**src/rtl/seq_path_ctrl.sv**
```systemverilog
`default_nettype none
// ============================================================================
// Module   : seq_path_ctrl
// Brief    : Job-based beat sequencer with wrap flag, flag budget and abort.
// Revision : 1.0
// ============================================================================
module seq_path_ctrl #(
    parameter int CNT_W = 7,
    parameter int FRM_W = 8
) (
    input  logic             clk,
    input  logic             rst_n,
    input  logic             start,
    input  logic [CNT_W-1:0] cfg_last,
    input  logic [CNT_W-1:0] cfg_reload,
    input  logic [FRM_W-1:0] cfg_frames,
    input  logic             abort,
    input  logic             in_vld,
    output logic [CNT_W-1:0] cnt,
    output logic             out_data_flag,
    output logic [FRM_W-1:0] flag_idx,
    output logic             busy,
    output logic             done,
    output logic             cfg_err
);

    typedef enum logic [0:0] {
        S_IDLE = 1'b0,
        S_RUN  = 1'b1
    } state_t;

    state_t             r_state,    w_state_nxt;
    logic [CNT_W-1:0]   r_cnt,      w_cnt_nxt;
    logic [FRM_W-1:0]   r_flag_idx, w_flag_idx_nxt;
    logic               r_flag,     w_flag_nxt;
    logic               r_done,     w_done_nxt;
    logic               r_cfg_err,  w_cfg_err_nxt;
    logic [CNT_W-1:0]   r_last,     w_last_nxt;
    logic [CNT_W-1:0]   r_reload,   w_reload_nxt;
    logic [FRM_W-1:0]   r_frames,   w_frames_nxt;

    logic               w_cfg_ok;
    logic               w_wrap;
    logic [FRM_W-1:0]   w_idx_inc;

    assign w_cfg_ok  = (cfg_last != '0) && (cfg_reload <= cfg_last);
    assign w_wrap    = (r_cnt == r_last);
    assign w_idx_inc = r_flag_idx + FRM_W'(1);

    always_ff @(posedge clk or negedge rst_n) begin
        if (!rst_n) begin
            r_state    <= S_IDLE;
            r_cnt      <= '0;
            r_flag_idx <= '0;
            r_flag     <= 1'b0;
            r_done     <= 1'b0;
            r_cfg_err  <= 1'b0;
            r_last     <= '0;
            r_reload   <= '0;
            r_frames   <= '0;
        end else begin
            r_state    <= w_state_nxt;
            r_cnt      <= w_cnt_nxt;
            r_flag_idx <= w_flag_idx_nxt;
            r_flag     <= w_flag_nxt;
            r_done     <= w_done_nxt;
            r_cfg_err  <= w_cfg_err_nxt;
            r_last     <= w_last_nxt;
            r_reload   <= w_reload_nxt;
            r_frames   <= w_frames_nxt;
        end
    end

    always_comb begin
        w_state_nxt    = r_state;
        w_cnt_nxt      = r_cnt;
        w_flag_idx_nxt = r_flag_idx;
        w_flag_nxt     = 1'b0;
        w_done_nxt     = 1'b0;
        w_cfg_err_nxt  = 1'b0;
        w_last_nxt     = r_last;
        w_reload_nxt   = r_reload;
        w_frames_nxt   = r_frames;

        // Abort pre-empts start, beats and any pending wrap flag.
        if (abort) begin
            w_state_nxt = S_IDLE;
            w_cnt_nxt   = '0;
        end else begin
            case (r_state)
                S_IDLE: begin
                    w_cnt_nxt = '0;
                    if (start) begin
                        if (w_cfg_ok) begin
                            w_state_nxt    = S_RUN;
                            w_flag_idx_nxt = '0;
                            w_last_nxt     = cfg_last;
                            w_reload_nxt   = cfg_reload;
                            w_frames_nxt   = cfg_frames;
                        end else begin
                            w_cfg_err_nxt = 1'b1;
                        end
                    end
                end
                S_RUN: begin
                    if (in_vld) begin
                        if (w_wrap) begin
                            w_cnt_nxt      = r_reload;
                            w_flag_nxt     = 1'b1;
                            w_flag_idx_nxt = w_idx_inc;
                            // Final flag of a bounded job ends it with cnt parked at 0.
                            if ((r_frames != '0) && (w_idx_inc == r_frames)) begin
                                w_done_nxt  = 1'b1;
                                w_state_nxt = S_IDLE;
                                w_cnt_nxt   = '0;
                            end
                        end else begin
                            w_cnt_nxt = r_cnt + CNT_W'(1);
                        end
                    end
                end
                default: begin
                    w_state_nxt = S_IDLE;
                    w_cnt_nxt   = '0;
                end
            endcase
        end
    end

    assign cnt           = r_cnt;
    assign out_data_flag = r_flag;
    assign flag_idx      = r_flag_idx;
    assign busy          = (r_state == S_RUN);
    assign done          = r_done;
    assign cfg_err       = r_cfg_err;

endmodule
`default_nettype wire

```
**config.mk**
```make
export PLATFORM = sky130hd
export DESIGN_NAME = seq_path_ctrl
export DESIGN_NICKNAME = d
export VERILOG_FILES = /design/src/rtl/seq_path_ctrl.sv
export SDC_FILE = /design/constraint.sdc
export NUM_CORES = 1
export LEC_CHECK = 0
export ABC_CLOCK_PERIOD_IN_PS = 7100
export CAP_MARGIN = 5
export CORE_ASPECT_RATIO = 0.5
export CORE_MARGIN = 1.5
export CORE_UTILIZATION = 30
export CTS_BUF_LIST = sky130_fd_sc_hd__clkbuf_16
export DETAILED_ROUTE_END_ITERATION = 10
export PLACE_DENSITY = 0.49
export SKIP_CTS_REPAIR_TIMING = 1
export SYNTH_ARGS = -nofsm -noshare
export SYNTH_HDL_FRONTEND = slang
export SYNTH_SLANG_ARGS = --single-unit
export TNS_END_PERCENT = 50
```
**constraint.sdc**
```tcl
create_clock -name clk -period 7.1 [get_ports clk]
set_input_delay 1.775 -clock clk [delete_from_list [all_inputs] [get_ports clk]]
set_output_delay 1.775 -clock clk [all_outputs]
set_load 0.03 [all_outputs]
```
==> out/summary.md <==
The flow ran to the end, and the final reports show no timing, DRC or antenna violations. In this run the static leakage power is 1.241 nW. Data on the critical path is required at its endpoint by 7260 ps. Pin placement for this block handled 46 I/O pins. The total CTS buffers was 5; the largest fanout on the critical path was 22. Setup repair after global routing left no endpoint under its margin.

The die covers 8232 µm². Ranked by total cell area, the synthesized netlist is headed by sky130_fd_sc_hd__dfrtp_1 (45%), sky130_fd_sc_hd__mux2_2 (11%), sky130_fd_sc_hd__ha_1 (4.9%), sky130_fd_sc_hd__xnor2_1 (3.8%), sky130_fd_sc_hd__a21oi_1 (3.5%). The clock edge transition at the registers on the reported setup and hold paths is 60 ps, and the power density relative to cell area is 248.2 nW/µm². The congestion estimate from routability-driven global placement came to 0.7463. The share of async-settable or async-resettable flops after synthesis was 100.0%; the multi-input gate area in the final layout was 1204 µm². In the routed design, unresolved DRC markers number 0. Final count of hold timing violations: 0. The synthesized design contains 0 enable-type register cells.

The final layout contains 300 nets. Max-cap violations in this run came to 0. The dominant combinational cell family by area after synthesis is compound AO/OA/AOI/OAI gates.

The fraction of post-synthesis cell area in the top cell type by area was 44.61%. For the post-synthesis instance total, the log shows 218. For the pin with the worst max-slew slack, the measured transition is 982.4 ps. Traced cell by cell, the critical path runs through clkdlybuf4s50_1 > inv_1 > ha_1 > nor2b_1 > o21ai_0 > a21oi_1 > o311ai_1 > and3_1 > mux2_2. The count of state elements after synthesis came out at 41. The prevailing post-synth register cell was sky130_fd_sc_hd__dfrtp_1.

Net switching is 30.67% of the power. The tools report the clock tree root buffer cell as sky130_fd_sc_hd__clkbuf_16. The die is 126.8 µm wide. The tools report the final count of pins violating max slew as 0.

Measured against its own limit, the worst slew margin works out to 34.51%. The global-route total usage across every layer came out at 13.69%. The standard cell core area was 7377 µm²; the fmax was 211.3 MHz.

The first-pass detailed-route iteration total is 4, and the number of routed nets with antenna violations is 0. Sequential elements use 44.61% of the synthesized area. Per-cell routed wire length: 14.54 µm. 0 antenna diodes ended up in the layout. The critical path's top delay family is simple AND/OR/NAND/NOR gates. The multiplexer share of the synthesized area is 10.77%.

After detailed routing, the number of vias per cell comes to 4.947. Of the total power, the clock network draws 29.4%. In this run the cell area measured after placement is 2844 µm².

The logs give 4900 ps for the data arrival time at the worst-slack endpoint and 524.6 ps for the worst-case hold slack. The routed design has 5248 µm of wire. The peak supply drop is 0.00009129 V, and the die outline height is 64.91 µm. The post-route netlist has 16.23% of its cells at a drive strength greater than 1. The number of clock sinks is 41, and the placed wire-length estimate after detailed placement is 4025 µm.

TritonCTS built the clock tree. Entering global routing, the biggest net connects 42 pins. The total number of placement rows is 22. STA classifies the critical path endpoint as a flip-flop. The analysis attributes to net switching a power of 0.2271 mW. After routing the design area is 2983 µm². From synthesis to final layout, the design area changed by 29.71%.

The number of nets produced by synthesis came out at 254. The slowest stage of the critical path belongs to the cell sky130_fd_sc_hd__and3_1. Across all layers, the routed design uses 1786 vias.

The clock period minus final worst setup slack was 4733 ps; the stage delay of the slowest cell on the critical path was 910 ps. The internal power of the cells totals 0.5134 mW. The post-route clock period utilization came out at 66.66%.

The run gives 105 as the iteration-0 DRC count of the detailed router. The tools report the total congestion overflow after global routing as 0. In this run the number of H-tree levels came out at 2. The biggest area contributor in the post-synthesis netlist is sky130_fd_sc_hd__dfrtp_1. Sequential cells account for 44.5% of the total power. The library cell used most frequently in the layout, excluding fill and tap cells, is sky130_fd_sc_hd__clkdlybuf4s50_1. During synthesis, Yosys emitted a total of 0 warnings. After Yosys synthesis, and, or, nand and nor cells account for 12.73% of the synthesized area. Of the total synthesized cell area, the portion taken by full adders, half adders and majority gates is 4.897%. Compound-gate portion of the synthesized area: 16.70%.

The maximum buffer depth of the clock tree came out at 2. The library cells used most frequently in the layout, excluding fill and tap cells, are sky130_fd_sc_hd__clkdlybuf4s50_1 (44), sky130_fd_sc_hd__dfrtp_1 (41), sky130_fd_sc_hd__mux2_2 (22), sky130_fd_sc_hd__a21oi_1 (16), sky130_fd_sc_hd__nand2_1 (13). The clock arrives with 4.995 ps of skew.

The number of endpoints failing setup at the final stage was 0. Counting both buffers and inverters, the worst setup path holds a total of 2. Port buffering added 45 buffers. In the final layout, flip-flops and latches occupy 1026 µm².

The distinct cell type count after synthesis was 43. At the later pin of the worst-skew pair, clock insertion delay measures 280 ps. The tools report the initial antenna violation count as 0. The via count of the first global-routing pass is 1789, and the area of the mapped netlist is 2300 µm².

Combinational cells account for 26.1% of the total power. In this run the mean area of a mapped cell was 10.55 µm². The classification of the worst setup path was input pin to flip-flop.

The path class of the lowest-slack min-delay path was flip-flop to flip-flop. The tools report the element type at the critical path start as an input pin. The filler cells instantiated in the layout total 741.

After routing, the total negative slack on setup checks comes to 0 ps. The run gives 31.17% as the initial standard-cell utilization of the core. The post-synthesis xor/xnor area fraction was 7.236%; the wire length of the first global-routing pass was 8811 µm.
==> cell type report <==
cell class	count	share of cell area (%)
inverter	11	1.384
multi-input combinational	159	40.35
clock inverter	3	0.4614
tap	96	4.027
timing repair buffer	46	15.18
clock buffer	5	4.195
sequential	41	34.40
==> power groups by stage <==
stage | sequential, mW | clock, mW | combinational, mW
after floorplan | 0.338 | 0 | 0.116
after global placement | 0.336 | 0 | 0.192
after detailed placement | 0.335 | 0 | 0.196
after CTS | 0.331 | 0.224 | 0.196
after global routing | 0.338 | 0.236 | 0.214
final | 0.329 | 0.218 | 0.193
==> worst register-to-register path: stages, from the launching register on <==
cell and delay [ps]:
sky130_fd_sc_hd__dfrtp_1 470, sky130_fd_sc_hd__ha_1 380, sky130_fd_sc_hd__xor2_1 180, sky130_fd_sc_hd__a2111o_1 390
sky130_fd_sc_hd__a311o_1 310, sky130_fd_sc_hd__a2111oi_4 600, sky130_fd_sc_hd__o21ai_0 190
==> registers in the layout, indices dropped and copies added, names as in the netlist <==
| register | count |
|---|---|
| busy | 1 |
| flag_idx | 8 |
| r_last | 7 |
| r_frames | 8 |
| cfg_err | 1 |
| r_reload | 7 |
| out_data_flag | 1 |
| done | 1 |
| cnt | 7 |
==> per-stage QoR <==
stage	total power, mW	cells	util, %	setup slack [ps]
after floorplan	0.4537	218	-	3259
after global placement	0.5280	353	38.55	2204
after detailed placement	0.5308	353	38.55	2056
after CTS	0.7519	361	40.43	2351
after global routing	0.7875	361	40.43	2019
final	0.7405	361	40.43	2367
==> cells in the mapped netlist (2+ instances only) <==
library cell	instances
sky130_fd_sc_hd__ha_1	9
sky130_fd_sc_hd__a22oi_1	3
sky130_fd_sc_hd__dfrtp_1	41
sky130_fd_sc_hd__o22a_1	2
sky130_fd_sc_hd__mux2_2	22
sky130_fd_sc_hd__nand2b_1	3
sky130_fd_sc_hd__nand4_1	2
sky130_fd_sc_hd__nand2_1	13
sky130_fd_sc_hd__inv_1	11
sky130_fd_sc_hd__o21ai_0	11
sky130_fd_sc_hd__and3_1	5
sky130_fd_sc_hd__a21oi_1	16
sky130_fd_sc_hd__or2_2	2
sky130_fd_sc_hd__xnor2_1	10
sky130_fd_sc_hd__a31o_2	7
sky130_fd_sc_hd__clkbuf_1	5
sky130_fd_sc_hd__xor2_1	9
sky130_fd_sc_hd__a21o_1	2
sky130_fd_sc_hd__nor2b_1	3
sky130_fd_sc_hd__nor3_1	2
sky130_fd_sc_hd__nand3_1	5
sky130_fd_sc_hd__and2_1	4
sky130_fd_sc_hd__nor4_1	4
sky130_fd_sc_hd__buf_2	2
sky130_fd_sc_hd__nor2_1	7
==> per-layer routing <==
| metal | part of all wire, % | vias up | track usage, % |
|---|---|---|---|
| met3 | 3.6 | 5 | 3.633 |
| met5 | 0 | - | 0 |
| met2 | 47 | 27 | 22.49 |
| li1 | - | 879 | - |
| met1 | 49 | 875 | 18.07 |
| met4 | 0.80 | 0 | 3.409 |
==> final timing paths <==
check	startpoint	endpoint	slack (ps)	cells after the start
worst max-delay path	cfg_last[1]	r_last[0]	2370	9
worst min-delay path	r_reload[0]	r_reload[0]	520	1
worst max register to register	flag_idx[0]	cnt[1]	4440	6
worst min register to register	r_reload[0]	r_reload[0]	520	1
max in group asynchronous	rst_n	flag_idx[2]	4900	1
min in group asynchronous	rst_n	cnt[2]	1630	1
==> cell families after synthesis <==
group / after synthesis
DFF: 41
buffers and inverters: 18
xor gates and xnor gates: 19
muxes: 22
and+or+nand+nor: 55
AOI/OAI and AO/OA: 54
adders and majority gates: 9
Note: power is estimated with default switching activity, not from simulation.
==> patch 1, RTL diff (same settings) <==
Put one more register stage on the output `cnt`, with the module's reset. The value now appears one clock later. The other outputs are not delayed to match.
--- a/src/rtl/seq_path_ctrl.sv
+++ b/src/rtl/seq_path_ctrl.sv
@@ -127,7 +127,13 @@
         end
     end
 
-    assign cnt           = r_cnt;
+    always_ff @(posedge clk or negedge rst_n) begin
+        if (!rst_n) begin
+            cnt <= '0;
+        end else begin
+            cnt <= r_cnt;
+        end
+    end
     assign out_data_flag = r_flag;
     assign flag_idx      = r_flag_idx;
     assign busy          = (r_state == S_RUN);
Behaviour: not the same (a bounded check fails within 4 cycles, from zero or initial values and one cycle with rst_n low).
==> patch 1 against the unedited design <==
- synthesized area rose by 13%
- power increased by 16%
- sequential cell count increased by 7
- clock power rose by 23%
- largest power group unchanged
- design area is 10% higher
- routed wire length is 17% higher
- critical path type unchanged
- sequential power up 16%
- worst setup slack better by 240 ps
- first-iteration DRC count up 35%
==> patch 1: results (changes against the unedited design) <==
Route
  – Number of DRC markers in iteration 0: 142 (+35%)
  – Total wire length: 6.14 mm (+17%)
  – Vias/cell: 4.98 (+0.76%)

GRT
  – Vias in the first global route: 1,963 (+9.7%)
  – All-layer global routing usage: 0.146 (+0.00917)
  – Largest net degree at the start of global routing: 49 (+17%)
  – Global-route wire length before repair: 10.3 mm (+17%)
  – Initial antenna violation count: 0 (unchanged)

Synth
  – Mux cell area share after synthesis: 0.0957 (-0.0121)
  – Synth cell types: 50 (+16%)
  – Compound-Gate Fraction of Synth Area: 0.151 (-0.0163)
  – Synth Net Count: 278 (+9.4%)
  – Register area share after synthesis: 0.464 (+0.0176)
  – Most common library cells after synthesis: dfrtp_1, mux2_2, a21oi_1, nand2_1, inv_1
  – Dominant cells by area after synthesis: dfrtp_1, mux2_2, ha_1
  – Async S/R FF share, synth: 1.00 (unchanged)
  – Synth warnings: 0 (unchanged)
  – Post-synthesis xor/xnor area fraction: 0.0541 (-0.0183)
  – Synth Area in Adders: 0.0473 (-0.00162)

Placement
  – GP Congestion: 0.761 (+2.0%)
  – Placed wire-length estimate: 4.53 mm (+13%)
  – Post-Place Worst Slack: 2300 ps (+239 ps)
  – Placed Area: 3120 um2 (+9.8%)

Critical path
  – Cell family with most CP delay: simple AND/OR/NAND/NOR gates
  – Worst-path maximum fanout: 22 (unchanged)
  – Critical path's slowest cell: nor3_4
  – Crit path largest cell delay: 850 ps (-60 ps)
  – Critical Path AT: 4670 ps (-230 ps)

Final layout
  – Layout cell share with drive strength beyond 1: 0.139 (-0.0229)
  – Fillers: 802 (+8.2%)
  – ANT cells: 0 (unchanged)
  – Fin nets: 322 (+7.3%)

STA
  – Rel. slew slack: 0.284 (-0.0615)
  – Clk_skew: 4.74 ps (-0.256 ps)

Clock tree
  – CTS buffer count: 5 (unchanged)
  – CTS root buffer: clkbuf_16
  – H-tree Lvls: 2 (unchanged)
  – Reg clk slew, reported paths: 60 ps (about the same)

Status
  – Outcome: finished clean

Die
  – Initial Utilization: 0.317 (+0.00516)

Power and ir drop
  – Sw Share: 0.302 (-0.00463)
  – P_leak: 1.37 nW (+10%)
  – Peak VDD IR: 0.0892 mV (-2.3%)
==> patch 1: cells by family (layout without fill, tap and decap cells) <==
kind of cell | Yosys count | after routing
DFF | 48 | 48
muxes | 22 | 22
AOI/OAI and AO/OA | 56 | 56
and+or+nand+nor | 69 | 69
buffers and inverters | 21 | 66
adders and majority gates | 10 | 10
xor gates and xnor gates | 16 | 16
==> patch 1: per-stage QoR <==
step	hold WS, ps	instances	utilization
floorplan	411	242	-
global placement	450	391	0.382
CTS	472	399	0.402
finish	467	399	0.402
detailed placement	459	391	0.382
global route	502	399	0.402
==> patch 1: area by class of cell <==
| cell class | count | area share |
|---|---|---|
| multi-input combinational | 173 | 0.391 |
| timing repair buffer | 45 | 0.136 |
| tap | 112 | 0.0427 |
| clock inverter | 3 | 0.0118 |
| clock buffer | 5 | 0.0381 |
| inverter | 13 | 0.0149 |
| sequential | 48 | 0.366 |
==> patch 1: routing by layer <==
layer  routed length (um)  part of all wire  track usage  up-vias
li1                     -                 -            -      960
met1                 2980              0.49        0.195      971
met2                 2810              0.46        0.235       50
met3                  262             0.043       0.0336        8
met4                   86             0.014       0.0551        0
met5                    0                 0            0        -
==> patch 1: final timing paths <==
| path | startpoint | to | slack [ps] | cells after the start |
|---|---|---|---|---|
| worst min-delay path | r_cnt[6] | cnt[6] | 470 | 0 |
| min in group asynchronous | rst_n | cnt[3] | 1680 | 1 |
| worst min register to register | r_cnt[6] | cnt[6] | 470 | 0 |
| worst max register to register | flag_idx[0] | r_cnt[4] | 4760 | 7 |
| max in group asynchronous | rst_n | r_cnt[3] | 4760 | 1 |
| worst max-delay path | cfg_last[4] | r_frames[0] | 2610 | 8 |
==> patch 1: power by group through the flow <==
stage | clock (W) | combinational, W | sequential (W)
final | 0.000268 | 0.000208 | 0.000381
after global routing | 0.000285 | 0.000229 | 0.000390
after CTS | 0.000275 | 0.000211 | 0.000383
after detailed placement | 0 | 0.000210 | 0.000388
after global placement | 0 | 0.000207 | 0.000387
after floorplan | 0 | 0.000124 | 0.000391
==> patch 2, RTL diff (same settings) <==
Made on the original files. Set the parameter `CNT_W` to 8 (it was 7).
--- a/src/rtl/seq_path_ctrl.sv
+++ b/src/rtl/seq_path_ctrl.sv
@@ -5,7 +5,7 @@
 // Revision : 1.0
 // ============================================================================
 module seq_path_ctrl #(
-    parameter int CNT_W = 7,
+    parameter int CNT_W = 8,
     parameter int FRM_W = 8
 ) (
     input  logic             clk,
Interface: changed (resized cfg_last, cfg_reload and cnt); port bits go from 46 to 49. No check against the original RTL was run, so the function may have changed too.
==> patch 2 against the unedited design <==
- utilization is 0.80 points lower
- design area rose by 6.3%
- via count rose by 14%
- hold slack worse by 33 ps
- routed wire length up 18%
- worst setup slack better by 930 ps
- synthesized area increased by 7.3%
- power is 4.7% higher
- sequential cell count increased by 3
- critical path type unchanged
- critical endpoint is now r_frames[0]
- largest cell class unchanged
- largest power group unchanged
- highest routed layer unchanged
==> patch 2: results (changes against the unedited design) <==
Status
  – Outcome: finished clean

Route
  – DR pass1 iterations: 4 (unchanged)
  – Drt wl/cell: 14.9 um (+2.7%)
  – Number of DRC markers in iteration 0: 67 (-36%)
  – Via count: 2,035 (+14%)

Final layout
  – Fin nets: 339 (+13%)
  – Layout cell share with drive strength beyond 1: 0.0897 (-0.0726)
  – ANT cells: 0 (unchanged)

Synth
  – Most common library cells after synthesis: dfrtp_1, nand2_1, o21ai_0, mux2_2, nor2_1
  – Synth Area in Adders: 0.0507 (+0.00174)
  – Synth Net Count: 293 (+15%)
  – Synth warnings: 0 (unchanged)
  – Main flop type after synthesis: dfrtp_1
  – Mux cell area share after synthesis: 0.0730 (-0.0347)
  – Dominant cells by area after synthesis: dfrtp_1, mux2_2, ha_1
  – Compound-Gate Fraction of Synth Area: 0.157 (-0.0103)
  – Register area share after synthesis: 0.446 (about the same)
  – Synth cell types: 47 (+9.3%)
  – Post-synthesis xor/xnor area fraction: 0.0603 (-0.0120)

Worst hold path
  – Worst hold start: r_reload[0]
  – Hold depth: 2 (+1)
  – HP Class: flop to flop
  – Hold EP: r_reload[0]

Clock tree
  – Reg clk slew, reported paths: 60 ps (about the same)
  – Clock Latency Late Sink: 290 ps
  – CTS root buffer: clkbuf_16
  – Longest Clk Path Bufs: 2 (unchanged)
  – H-tree Lvls: 2 (unchanged)
  – CTS buffer count: 5 (unchanged)

Power and ir drop
  – Peak VDD IR: 0.100 mV (+10%)
  – P_leak: 1.32 nW (+6.7%)
  – Power Internal: 0.000531 W (+3.4%)

Critical path
  – Crit path largest cell delay: 470 ps (-440 ps)
  – Critical path's slowest cell: clkdlybuf4s50_1
  – Cell family with most CP delay: buffers and inverters
  – Reg2reg start: flag_idx[0]
  – Worst-path maximum fanout: 36 (+64%)
  – Critical Path AT: 3970 ps (-930 ps)
  – R2R Setup Slk: 4430 ps (about the same)
  – R2R Path End: cnt[7]

Placement
  – Port bufs: 48 (+6.7%)
  – Placed wire-length estimate: 4.59 mm (+14%)
  – GP Congestion: 0.828 (+11%)
  – Placed Area: 3030 um2 (+6.7%)
  – Post-Place Worst Slack: 3010 ps (+951 ps)

STA
  – WHS: 492 ps (-32.9 ps)
  – Clk_skew: 4.97 ps (-0.0257 ps)
  – Worst-margin pin slew: 1010 ps (+26.5 ps)
  – Fmax achieved: 0.263 GHz (+25%)

GRT
  – Largest net degree at the start of global routing: 45 (+7.1%)
  – Initial antenna violation count: 0 (unchanged)
  – Global-route wire length before repair: 10.1 mm (+15%)
  – All-layer global routing usage: 0.149 (+0.0125)
  – Total gr overflow: 0 (unchanged)
  – Vias in the first global route: 1,932 (+8.0%)
patch 2: changes by cell type in the layout (fill, tap and decap cells not counted), sizes merged, moves of 4 or more:
cell	before	now
nor2	7	16
nand3	5	14
a31o	7	0
nand2	13	23
a21boi	0	4
o21ai	11	23
mux2	22	16
xor2	9	4
a21oi	16	7
and2	4	0
inv	12	17
patch 2: final cells by class:
class                      instances  area [um2]
clock inverter                     3        11.3
timing repair buffer              49         483
clock buffer                       5         125
fill                             850        4830
sequential                        44        1100
multi-input combinational        184        1250
inverter                          16        60.1
tap                              112         140
patch 2: power by group through the flow:
stage          sequential (W)  combinational (W)  clock [W]
3_5_place_dp         0.000364           0.000197          0
3_3_place_gp         0.000364           0.000192          0
4_1_cts              0.000360           0.000198   0.000231
2_1_floorplan        0.000357           0.000129          0
5_1_grt              0.000368           0.000221   0.000240
6_report             0.000359           0.000196   0.000221
patch 2: layer usage:
metal | up-vias | GRT usage | routed length, um
li1 | 1005 | - | -
met1 | 979 | 0.200 | 3050
met2 | 43 | 0.242 | 2810
met3 | 8 | 0.0365 | 235
met4 | 0 | 0.0458 | 74
met5 | - | 0 | 0
patch 2: logic make-up (layout without fill, tap and decap cells):
logic type	count (synthesis)	in the layout
AND/OR/NAND/NOR	82	82
buffers and inverters	26	73
adder cells (fa/ha/maj)	10	10
XOR/XNOR	17	17
multiplexers	16	16
flip-flops	44	44
AO/OA/AOI/OAI	59	59
patch 2: worst reg2reg max path, delay by kind of cell, from the launching register on:
kind | cells | cell delay, ps
xor gates and xnor gates | 1 | 180
AOI/OAI and AO/OA | 3 | 830
DFF | 1 | 480
and+or+nand+nor | 1 | 720
adders and majority gates | 1 | 360
patch 2: through the flow:
stage,instances,power (W)
after CTS,413,0.000788
final,413,0.000775
after global routing,413,0.000828
after global placement,405,0.000556
after floorplan,254,0.000486
after detailed placement,405,0.000560
patch 2: worst max-delay path by stage:
stage                      from     endpoint
floorplan           cfg_last[2]  r_frames[0]
global placement    cfg_last[5]  flag_idx[5]
detailed placement  cfg_last[5]  r_frames[0]
CTS                 cfg_last[5]  r_frames[0]
global route        cfg_last[5]  flag_idx[6]
finish              cfg_last[5]  r_frames[0]
